### config.mk
export PLATFORM = sky130hd
export DESIGN_NAME = shiftreg_reader
export DESIGN_NICKNAME = d
export VERILOG_FILES = /design/src/rtl/shiftreg_reader.sv
export SDC_FILE = /design/constraint.sdc
export NUM_CORES = 1
export LEC_CHECK = 0
export BUFFER_PORTS_ARGS = -buffer_cell sky130_fd_sc_hd__buf_2
export CAP_MARGIN = 10
export CORE_MARGIN = 4
export CORE_UTILIZATION = 50
export CTS_BUF_LIST = sky130_fd_sc_hd__clkbuf_4
export DETAILED_ROUTE_END_ITERATION = 16
export PLACE_DENSITY = 0.74
export SYNTH_ARGS = -nofsm -noshare
export SYNTH_HDL_FRONTEND = slang
export SYNTH_SLANG_ARGS = --single-unit
### constraint.sdc
create_clock -name clk -period 6.13 [get_ports clk]
set_clock_uncertainty 0.15 [all_clocks]
set_input_delay 0.9195 -clock clk [delete_from_list [all_inputs] [get_ports clk]]
set_output_delay 0.9195 -clock clk [all_outputs]
set_load 0.01 [all_outputs]
### src/rtl/shiftreg_reader.sv
// Receive-side frame reader: watches the delay-line tap for a SYNC marker,
// captures FRAME_LEN payload bytes, then drains them through a valid/ready port.
module shiftreg_reader #(
  parameter int         DEPTH     = 16,
  parameter int         FRAME_LEN = 8,
  parameter logic [7:0] SYNC      = 8'hA5
) (
  input  logic       clk,
  input  logic       rst_n,
  input  logic       ena,
  input  logic [7:0] din,
  input  logic       rd_ready,
  output logic       rd_valid,
  output logic [7:0] rd_data,
  output logic       busy,
  output logic       overflow
);

  localparam int            CW   = (DEPTH > 1) ? $clog2(DEPTH) : 1;
  localparam logic [CW-1:0] LAST = CW'(FRAME_LEN - 1);

  typedef enum logic [1:0] {
    IDLE    = 2'd0,
    CAPTURE = 2'd1,
    DRAIN   = 2'd2
  } state_t;

  state_t        state_q, state_d;
  logic [CW-1:0] wr_cnt_q, wr_cnt_d;
  logic [CW-1:0] rd_cnt_q, rd_cnt_d;
  logic          rd_valid_q, rd_valid_d;
  logic [7:0]    rd_data_q, rd_data_d;
  logic          busy_q, busy_d;
  logic          overflow_q, overflow_d;
  logic          wr_en;
  logic [7:0]    mem_q [DEPTH];

  // Next-state, counter and output computation
  always_comb begin
    state_d    = state_q;
    wr_cnt_d   = wr_cnt_q;
    rd_cnt_d   = rd_cnt_q;
    rd_valid_d = rd_valid_q;
    rd_data_d  = rd_data_q;
    overflow_d = overflow_q;
    wr_en      = 1'b0;
    case (state_q)
      IDLE: begin
        if (ena && (din == SYNC)) begin
          state_d  = CAPTURE;
          wr_cnt_d = {CW{1'b0}};
        end else begin
          state_d  = IDLE;
        end
      end
      CAPTURE: begin
        if (ena) begin
          wr_en = 1'b1;
          if (wr_cnt_q == LAST) begin
            state_d    = DRAIN;
            rd_cnt_d   = {CW{1'b0}};
            rd_valid_d = 1'b1;
            // With a one-byte frame, entry 0 is being written this very cycle
            rd_data_d  = (wr_cnt_q == {CW{1'b0}}) ? din : mem_q[0];
          end else begin
            wr_cnt_d = wr_cnt_q + CW'(1);
          end
        end else begin
          state_d = CAPTURE;
        end
      end
      DRAIN: begin
        if (ena && (din == SYNC)) begin
          overflow_d = 1'b1;
        end else begin
          overflow_d = overflow_q;
        end
        if (rd_valid_q && rd_ready) begin
          if (rd_cnt_q == LAST) begin
            state_d    = IDLE;
            rd_valid_d = 1'b0;
            rd_data_d  = 8'h00;
          end else begin
            rd_cnt_d  = rd_cnt_q + CW'(1);
            rd_data_d = mem_q[rd_cnt_q + CW'(1)];
          end
        end else begin
          state_d = DRAIN;
        end
      end
      default: begin
        state_d    = IDLE;
        rd_valid_d = 1'b0;
        rd_data_d  = 8'h00;
      end
    endcase
    busy_d = (state_d != IDLE);
  end

  // State, counter and registered-output update with synchronous reset
  always_ff @(posedge clk) begin
    if (!rst_n) begin
      state_q    <= IDLE;
      wr_cnt_q   <= {CW{1'b0}};
      rd_cnt_q   <= {CW{1'b0}};
      rd_valid_q <= 1'b0;
      rd_data_q  <= 8'h00;
      busy_q     <= 1'b0;
      overflow_q <= 1'b0;
    end else begin
      state_q    <= state_d;
      wr_cnt_q   <= wr_cnt_d;
      rd_cnt_q   <= rd_cnt_d;
      rd_valid_q <= rd_valid_d;
      rd_data_q  <= rd_data_d;
      busy_q     <= busy_d;
      overflow_q <= overflow_d;
    end
  end

  // Frame buffer write port; contents are don't-care after reset
  always_ff @(posedge clk) begin
    if (wr_en) begin
      mem_q[wr_cnt_q] <= din;
    end else begin
      mem_q[wr_cnt_q] <= mem_q[wr_cnt_q];
    end
  end

  assign rd_valid = rd_valid_q;
  assign rd_data  = rd_data_q;
  assign busy     = busy_q;
  assign overflow = overflow_q;

endmodule

== Word-level counts from Yosys, hierarchy flattened ==
Memory sizes are Yosys's and may differ from the RTL's.
Index checks and enable logic that the tools add are counted.
Cells by class
  muxes and demuxes: 32
  reductions and logical operators: 13
  equality and inequality tests: 13
  $add $sub $neg: 2
  bitwise logic cells: 2
Operator list (number)
  8-bit 2-to-1 mux: 6
  4-bit 2-to-1 mux: 7
  8-bit one-hot mux with 3 select lines: 1
  4-bit one-hot mux with 2 select lines: 2
  2-bit != test, second input constant: 7
  1-bit 2-to-1 mux: 10
  5-bit AND reduction: 2
  4-bit by 1-bit adder with 4-bit output, second input constant: 2
  4-bit by 3-bit equality test with 1-bit output, second input constant: 2
  8-bit equality test, second input constant: 1
  2-bit 2-to-1 mux: 4
  4-bit AND reduction: 2
  2-bit one-hot mux with 3 select lines: 1
  2-bit nonzero test: 3
  4-bit logical NOT: 1
  2-bit AND reduction: 2
  1-bit one-hot mux with 3 select lines: 1
  2-bit by 1-bit equality test with 1-bit output, second input constant: 1
  2-bit equality test, second input constant: 1
  1-bit logical AND: 2
  2-bit logical NOT: 1
  0-bit != test: 1
  1-bit inverter: 1
  1-bit OR: 1
Word-level totals
  memories: 1
  input port bits: 12
  word-level logic and storage cells: 70
  RAM bits: 128
  bits in registers: 21
Memories
  mem_q: depth 16, bits a word 8, read ports 2, clocked after Yosys merged registers in 0, wr ports 1, line 36  | logic [7:0] mem_q [DEPTH];

== Longest topological paths before layout ==
  word-level depth: 5
  depth in mapped cells: 8
  gate-level depth less buffers: 6

== Least setup slack after synthesis ==
No wires, ideal clock.
  path type: input port to flip-flop
  start: in din[4]
  end: reg wr_cnt_q[0]
  slack: 3655 ps
  cell stages on the path: 4
  required time: 5906 ps
  arrival: 2251 ps
  library setup time: 74 ps
  cell sequence: or4b_4 -> o31a_1 -> or3_1 -> a31oi_1
Between the ends
  cells in the longest elaborated chain, start to end: 4
RTL lines
  start: declaration: line 11  | input logic [7:0] din,
  8-bit equality test: line 49  | if (ena && (din == SYNC)) begin
  1-bit logical AND: line 49
  2-bit != test (no line)
  4-bit AND reduction (no line)
  end signal: assignment: line 104  | wr_cnt_q <= {CW{1'b0}};
  end signal: assignment: line 112  | wr_cnt_q <= wr_cnt_d;
  end: declaration: line 29  | logic [CW-1:0] wr_cnt_q, wr_cnt_d;
No other way between the ends.
A chain may end at the register's enable or synchronous reset.

== Worst setup path after layout ==
  start: reg rd_cnt_q[1]
  end: reg rd_data_q[4], in the netlist rd_data[4]
Between the ends
  cells in the longest elaborated chain, start to end: 5
RTL lines
  start: declaration: line 30  | logic [CW-1:0] rd_cnt_q, rd_cnt_d;
  start signal: assignment: line 105  | rd_cnt_q <= {CW{1'b0}};
  start signal: assignment: line 113  | rd_cnt_q <= rd_cnt_d;
  4-bit by 1-bit adder with 4-bit output: line 85  | rd_data_d = mem_q[rd_cnt_q + CW'(1)];
  memory 16 x 8 bit
  8-bit 2-to-1 mux *: line 79  | if (rd_cnt_q == LAST) begin
  8-bit 2-to-1 mux *: line 78  | if (rd_valid_q && rd_ready) begin
  8-bit one-hot mux with 3 select lines *: line 47  | case (state_q)
  end signal: assignment: line 115  | rd_data_q <= rd_data_d;
  end: declaration: line 32  | logic [7:0] rd_data_q, rd_data_d;
Mark *: on every way between the ends. The rest lies on a longest branch, timed or not. The select of a mux whose other input is x is not followed.

==> metrics.md <==
| Metric | Value |
|---|---|
| CP delay by family, top | adder cells |
| Core area | roughly 13,000 um^2 |
| Max_slew headroom | 0.213 |
| Critical Path AT | approximately 3300 ps |
| WL final | ~12,000 um |
| Peak VDD IR | ~98 uV |
| Initial Utilization | 0.509 |
| Root buf cell | clkbuf_4 |
| # clock sinks | between 100 and 150 |
| Register bit total from synthesis | ~150 |
| Crit start category | register |
| Cell count after placement | 561 |
| Layout cells sized above 1 | 0.207 |
| Post-CTS setup buffer count | 0 |
| CTS buffer count | 17 |
| Ys Warns | 0 |
| Max Slew Vio Count | 0 |
| Synth Area per Inst | roughly 17 um^2 |
| Residual DRC | 0 |
| WS Path Type | register to register |
| RSZ-0062 raised after global routing | false |
| Switch Pwr | between 0.3 and 0.4 mW |
| Final hold violations | 0 |
| Switch share | 0.209 |
| Final period util | 0.486 |
| Rows | 41 |
| Worst-path clk slew | between 100 and 150 ps |
| Distinct cells, synth | 50 |
| Pre-antenna DRT Iters | 4 |
| Largest net degree at the start of global routing | 30 |
| Die height | 121 um |
| Static Leak | 2.24 nW |
| Ys async rst share | 0 |
| Actual slew at the worst max-slew pin | about 1200 ps |
| WL/cell | between 20 and 25 um |
| Final std cells w/o fill | 593 |
| Port Buffers | 22 |
| Chip Width | 121 um |
| Via/cell ratio | about 5.9 |
| I/O pin cnt | 23 |
| Final setup margin | about 3200 ps |
| Design area | slightly below 7000 um^2 |
| GR Overflow Total | 0 |
| Status | complete, no violations |
| DR vias | 3,500 |
| First-pass GRT wire length | around 19,000 um |
| Dpl hpwl | 8210 um |
| Area growth from synthesis to layout | 7.73% |
| Remaining antenna violation count | 0 |
| Post-CTS resize count | 0 |
| Clock latency on the worst-skew pair | about 540 ps |
| Combinational fraction of design power | 0.015 |
| Fin Setup TNS | 0 ps |
| Max cap viols | 0 |
| Initial antenna violation count | 0 |
| Diode count | 0 |
| Post-synthesis sequential area ratio | 0.667 |
| Pwr dens | 240 nW/um^2 |
| DR iter-0 viols | approximately 360 |
| Post-Place Worst Slack | 3150 ps |
| H-tree levels | 4 |
| CTS Buffer Depth | 2 |
| Slowest CP cell | ha_2 |
| Mapped cell area | about 6400 um^2 |
| Vias in the first global route | around 3,500 |
| Power share of the sequential group | 0.663 |
| Placer Congestion | ~0.8 |
| Predominant post-synthesis flop cell | edfxtp_1 |
| Cts hold-fix bufs | 0 |
| Internal Power | 1.31 mW |
| Cells after Synth | roughly 380 |
| Peak per-stage delay on the critical path | around 850 ps |
| Worst EP required | around 6500 ps |
| Crit-path max FO | 28 |
| Crit-path cells | ha_2, buf_4, mux2i_1, mux4_2, o32ai_1, a211o_1 |
| Gr usage total | 0.178 |
| Final design utilization | 0.548 |
| Syn nets | around 400 |
| CP endpoint kind | register |
| WP buf/inv | 1 |
| Fmax | 336 MHz |
| Layout Nets | 429 |
| Clk network pwr share | 0.322 |
| EDFF count, synth | about 130 |
| Fin crit period | 2980 ps |
| Setup violators final | 0 |
| CTS tree | done |
| Die Area | about 15,000 um^2 |
| Area after DPL | approximately 6600 um^2 |
| Hold/Removal Path Class | register to register |
-- placed cells by master, fill, tap and decap left out, drive strengths merged, types with 2 or more instances in the layout --
| master | netlist | final |
|---|---|---|
| a211o | 8 | 8 |
| a211oi | 2 | 2 |
| a21oi | 9 | 9 |
| a31oi | 4 | 4 |
| and2 | 16 | 16 |
| buf | 13 | 26 |
| clkbuf | 7 | 20 |
| clkinv | 0 | 8 |
| clkinvlp | 0 | 3 |
| dfxtp | 21 | 21 |
| edfxtp | 128 | 128 |
| ha | 9 | 9 |
| inv | 9 | 9 |
| mux2i | 51 | 51 |
| mux4 | 24 | 24 |
| nand2 | 9 | 9 |
| nand2b | 5 | 5 |
| nand3 | 4 | 4 |
| nand3b | 3 | 3 |
| nor2 | 5 | 5 |
| nor3 | 12 | 12 |
| nor3b | 2 | 2 |
| o2111ai | 2 | 2 |
| o21a | 3 | 3 |
| o21ai | 6 | 6 |
| o32ai | 8 | 8 |
| or3 | 2 | 2 |
| or4 | 2 | 2 |
| or4b | 2 | 2 |
-- registers in the layout (all words and copies together), names as in the netlist --
name and flops:
busy 1, rd_data 8, rd_cnt_q 4, wr_cnt_q 4, overflow 1, mem_q 128, state_q 2, rd_valid 1
-- final timing paths --
path | endpoint | depth (start not counted) | slack [ps] | from
min reg2reg | rd_data[3]$_SDFFE_PN0P_ | 1 | 330 | rd_data[3]$_SDFFE_PN0P_
min | rd_data[3]$_SDFFE_PN0P_ | 1 | 330 | rd_data[3]$_SDFFE_PN0P_
max | rd_data[4]$_SDFFE_PN0P_ | 6 | 3150 | rd_cnt_q[1]$_SDFFE_PN0P_
max reg2reg | rd_data[4]$_SDFFE_PN0P_ | 6 | 3150 | rd_cnt_q[1]$_SDFFE_PN0P_
-- cell type report --
class | count | area [um^2]
clock inverter | 12 | 88.8
inverter | 9 | 33.8
multi-input combinational | 205 | 1990
tap | 172 | 215
fill | 1001 | 5680
timing repair buffer | 26 | 140
clock buffer | 20 | 150
sequential | 149 | 4260
-- power groups by stage --
| stage | Clock [mW] | Sequential (mW) | Combinational (mW) |
|---|---|---|---|
| 3_5_place_dp | 0 | 1.12 | 0.0254 |
| 2_1_floorplan | 0 | 1.12 | 0.00567 |
| 6_report | 0.533 | 1.10 | 0.0253 |
| 5_1_grt | 0.587 | 1.10 | 0.0278 |
| 4_1_cts | 0.546 | 1.10 | 0.0254 |
| 3_3_place_gp | 0 | 1.12 | 0.0240 |
-- cells by family (layout without fill, tap and decap cells) --
logic type      Yosys count  after routing  share of synthesized area
simple gates             68             68                     0.0628
fa+ha+maj                 9              9                     0.0176
flops                   149            149                      0.667
xor+xnor                  2              2                    0.00568
buf+inv                  29             67                     0.0221
compound gates           51             51                     0.0601
mux                      75             75                      0.164
-- cells in the mapped netlist (all sizes together), types with 5 or more instances --
master / count / area, um^2
nand2b: 5 / 31.3
a211o: 8 / 70.1
nor2: 5 / 18.8
nor3: 12 / 60.1
nand2: 9 / 33.8
dfxtp: 21 / 420
and2: 16 / 100
inv: 9 / 33.8
clkbuf: 7 / 26.3
edfxtp: 128 / 3840
mux4: 24 / 541
buf: 13 / 81.3
o32ai: 8 / 70.1
mux2i: 51 / 510
a21oi: 9 / 45.0
o21ai: 6 / 30.0
ha: 9 / 113
-- metrics by stage --
step	hold WS (ps)	total power [mW]
finish	327	1.66
global route	350	1.71
CTS	332	1.67
detailed placement	305	1.15
global placement	290	1.14
floorplan	342	1.13
-- layer usage --
metal,GRT usage,vias up,part of all wire
li1,-,1598,-
met1,0.237,1787,0.43
met2,0.285,97,0.50
met3,0.0406,18,0.047
met4,0.0737,0,0.019
met5,0,-,0
No activity file was read; power rests on OpenSTA's default activity.
